--- src/rtl/r16_mod_cfg_ctrl.sv ---
// Modulus (N) reconfiguration controller for the radix-16 butterfly pipe and its N pipe.
// Optional macro R16_CFG_SKIP_SAME_EN: a request for the already-active N acks without draining.
module r16_mod_cfg_ctrl #(
  parameter int unsigned        P_WIDTH = 64,
  parameter logic [P_WIDTH-1:0] P_ZERO  = '0,
  parameter int unsigned        P_DEPTH = 4,
  parameter int unsigned        P_CNT_W = 3
) (
  input  logic               clk,
  input  logic               rst,
  input  logic               cfg_req,
  input  logic [P_WIDTH-1:0] cfg_N,
  output logic               cfg_ack,
  input  logic               in_valid,
  output logic               in_ready,
  output logic               out_valid,
  output logic [P_WIDTH-1:0] N_out,
  output logic               N_load,
  output logic               busy
);

  typedef enum logic [2:0] {
    RUN,
    DRAIN,
    LOAD,
    SETTLE,
    DONE
  } state_t;

  state_t               state;
  state_t               state_nx;
  logic [P_DEPTH-1:0]   vld_sr;
  logic [P_CNT_W-1:0]   cnt;
  logic [P_CNT_W-1:0]   cnt_nx;
  logic [P_WIDTH-1:0]   shadow;
  logic                 accept;
  logic                 same_n;

  assign in_ready  = (state == RUN) & ~rst;
  assign busy      = (state != RUN);
  assign out_valid = vld_sr[P_DEPTH-1];
  assign accept    = in_valid & in_ready;

`ifdef R16_CFG_SKIP_SAME_EN
  assign same_n = (cfg_N == N_out);
`else
  assign same_n = 1'b0;
`endif

  // DRAIN exits only once the registered valid chain is empty, so N never changes under live data
  always_comb begin
    state_nx = state;
    cnt_nx   = cnt;
    case (state)
      RUN: begin
        if (cfg_req) state_nx = same_n ? DONE : DRAIN;
      end
      DRAIN: begin
        if (vld_sr == '0) state_nx = LOAD;
      end
      LOAD: begin
        state_nx = SETTLE;
        cnt_nx   = '0;
      end
      SETTLE: begin
        if (cnt == P_CNT_W'(P_DEPTH - 1)) state_nx = DONE;
        else                              cnt_nx   = cnt + P_CNT_W'(1);
      end
      DONE: begin
        state_nx = RUN;
      end
      default: begin
        state_nx = RUN;
      end
    endcase
  end

  always_ff @(posedge clk or posedge rst) begin
    if (rst) begin
      state   <= RUN;
      cnt     <= '0;
      vld_sr  <= '0;
      shadow  <= P_ZERO;
      N_out   <= P_ZERO;
      N_load  <= 1'b0;
      cfg_ack <= 1'b0;
    end else begin
      state   <= state_nx;
      cnt     <= cnt_nx;
      vld_sr  <= P_DEPTH'({vld_sr, accept});
      if (state == RUN && cfg_req) shadow <= cfg_N;
      if (state == LOAD) N_out <= shadow;
      N_load  <= (state == LOAD);
      // registered so the ack pulse lines up exactly with the DONE cycle
      cfg_ack <= (state_nx == DONE);
    end
  end

endmodule

--- config.mk ---
export PLATFORM = sky130hd
export DESIGN_NAME = r16_mod_cfg_ctrl
export DESIGN_NICKNAME = d
export VERILOG_FILES = /design/src/rtl/r16_mod_cfg_ctrl.sv
export SDC_FILE = /design/constraint.sdc
export NUM_CORES = 1
export LEC_CHECK = 0
export BUFFER_PORTS_ARGS = -buffer_cell sky130_fd_sc_hd__buf_2
export CORE_ASPECT_RATIO = 1.4
export CORE_MARGIN = 2
export CORE_UTILIZATION = 45
export DETAILED_ROUTE_END_ITERATION = 10
export PLACE_DENSITY = 0.69
export SYNTH_ARGS = -nofsm -noshare
export SYNTH_HDL_FRONTEND = slang
export SYNTH_SLANG_ARGS = --single-unit
export TNS_END_PERCENT = 20
--- constraint.sdc ---
create_clock -name clk -period 11.2 [get_ports clk]
set_input_delay 2.24 -clock clk [delete_from_list [all_inputs] [get_ports clk]]
set_output_delay 2.24 -clock clk [all_outputs]
set_load 0.005 [all_outputs]
==> qor.yml <==
setup_path:
  cp.arrival_ns: 2.60
  required_ns: 8.96
  crit_top_cell: "buf_2"
  critPathMaxFanout: 2
  crit_type: "input pin to primary output"
  max_stage_delay_ns: 0.13
  cp_cell_sequence: "buf_2 -> nor2_1 -> buf_2"
  cp-start-kind: "input pin"
  cpMaxStageDelayCell: "buf_2"
  end_kind: "primary output"
power:
  ir_worst_vdd_uv: 132
  seqPwrFrac_pct: 42.6
  clock_power_share_pct: 25.1
  powerDensity_nw_per_um2: 305
  p_int_mw: 1.50
  p_switching_mw: 0.577
  combPwrFrac_pct: 32.2
  p_leak_nw: 3.30
  switching_share_pct: 27.7
synthesis:
  syn_area_per_cell_um2: 17.9
  synth.ff_latch_count: 140
  yosys_warnings: 0
  synth_seq_area_share_pct: 63.4
  ys_types: 24
  syn-cell-area_um2: 5530
  syn_inst: 309
  synth_nets: 379
route:
  drt_iter0_drc: 84
  wirelength_mm: 10.3
  wl_per_cell_um: 16.8
  viasPerCell: 4.92
  drc: 0
  vias: 3027
  final_antenna_net_count: 0
  drt_first_pass_iters: 4
clocking:
  cts.sink_count: 140
  cts_resized: 0
  clockBufferDepth: 2
  cts_buffers: 17
  cts_setup_buffers: 0
  root_buffer: "clkbuf_16"
  cts_hold_buf: 0
  clk_pin_slew_worst_paths_ns: 0.06
  clock_latency_ns: 0.41
  cts_tree: "built"
  htreeDepth: 4
cells_and_area:
  antennaDiodeCount: 0
  n_fill_cell: 953
  area_delta_synth_final_pct: 23.5
  sequential_cell_area_um2: 3500
  final_nets: 525
  multi_input_area_um2: 1840
  final_common_cell: "dfrtp_1"
  drive_above_1_share_pct: 65.2
  final_cell_mix: "140 x dfrtp_1, 136 x buf_2, 68 x mux2_2"
run_status:
  status: "finished, final reports clean"
timing:
  clock_skew_ns: 0.00885
  setup_tns_ns: 0
  layout_setup_ws_ns: 6.36
  period_share_pct: 43.3
  maxSlewHeadroom_pct: 35.2
  whs_ns: 0.384
  rsz0062_at_grt: "no"
  hold_viol: 0
  setup_viol: 0
  fmax_mhz: 206
  finalCriticalPeriod_ns: 4.84
  worst_pin_slew_ns: 0.971
  maxSlewViolCount: 0
grt:
  grt_pass1_wl_mm: 17.1
  track_usage_pct: 16.6
  grt_max_degree: 79
  antenna_found_initial: 0
  grt-ovfl-total: 0
  grt_pass1_vias: 3309
floorplan:
  num_io_pins: 137
  start_util_pct: 46.5
  die_y_um: 135
  die_w_um: 97.7
  die_area_um2: 13200
  row_count: 47
  core-area_um2: 11900
worst_hold_path:
  hold_path_class: "flip-flop to flip-flop"
placement:
  hpwl_mm: 6.76
  routabilityCongestion: 0.722
  dp_slack_ns: 6.35
  numPortBuffers: 136
flow_run:
  drv_cap: 0
## sequential cells by signal, indices dropped and copies added, names as in the netlist
register and count:
cnt 3, cfg_ack 1, N_load 1, shadow 64
N_out 64, vld_sr 4, state 3
## critical path: cells and delay by family
| family | cells | cell delay, ns |
|---|---|---|
| buffers and inverters | 2 | 0.25 |
| and+or+nand+nor | 1 | 0.11 |
## synthesized netlist by cell type
library cell	instances	area (µm²)
or3_4	1	11.3
nor2_8	1	20.0
nor4_1	1	6.26
buf_12	6	120
a21oi_1	2	10.0
buf_2	2	10.0
mux2i_1	1	10.0
and3_1	1	6.26
nor2_1	3	11.3
and2_1	1	6.26
nand2b_1	1	6.26
ha_1	2	25.0
o22ai_1	2	12.5
or3_2	1	7.51
nand2_1	2	7.51
or3b_2	1	8.76
mux2_2	68	766
buf_4	5	37.5
inv_1	5	18.8
mux2_4	60	901
dfrtp_1	140	3500
nand3b_1	1	7.51
nor3b_1	1	7.51
a31oi_1	1	6.26
## final cells by class
class                      count  area share, %
timing repair buffer         140           10.4
multi-input combinational    151           27.0
inverter                       5          0.348
clock inverter                13           1.76
clock buffer                  19           6.49
sequential                   140           51.3
tap                          147           2.69
## cells by family after synthesis
logic type	share of synthesized area, %
compound gates	0.521
mux	30.3
flops	63.4
simple gates	1.92
buf+inv	3.37
fa+ha+maj	0.453
## per-layer routing
metal / part of all wire, % / track usage (%) / vias up / wire length, µm
li1: - / - / 1372 / -
met1: 41 / 20.4 / 1558 / 4270
met2: 52 / 27.4 / 76 / 5380
met3: 4.3 / 4.35 / 21 / 445
met4: 2.4 / 8.26 / 0 / 245
met5: 0 / 0 / - / 0
## power groups by stage
stage          sequential [mW]  combinational, mW  clock (mW)
6_report                 0.887              0.670       0.523
5_1_grt                  0.920              0.730       0.558
4_1_cts                  0.889              0.687       0.537
3_5_place_dp             0.894              0.682           0
3_3_place_gp             0.882              0.655           0
2_1_floorplan            0.879              0.480           0
## through the flow
step / cell area [µm²] / utilization, % / total power, mW / cells
5_1_grt: 6830 / 57.5 / 2.21 / 615
2_1_floorplan: 5530 / - / 1.36 / 309
4_1_cts: 6830 / 57.5 / 2.11 / 615
3_3_place_gp: 6260 / 52.7 / 1.54 / 583
3_5_place_dp: 6260 / 52.7 / 1.58 / 583
6_report: 6830 / 57.5 / 2.08 / 615
## final timing paths
check / from / cells past startpoint / slack [ns] / endpoint
setup / recovery: rst / 3 / 6.36 / in_ready
setup reg to reg: state[0] / 4 / 8.56 / shadow[7]
hold / removal: vld_sr[2] / 0 / 0.38 / vld_sr[3]
max in group asynchronous: rst / 3 / 7.90 / shadow[3]
min in group asynchronous: rst / 2 / 1.90 / shadow[38]
hold reg to reg: vld_sr[2] / 0 / 0.38 / vld_sr[3]
(Power assumes the default switching activity.)
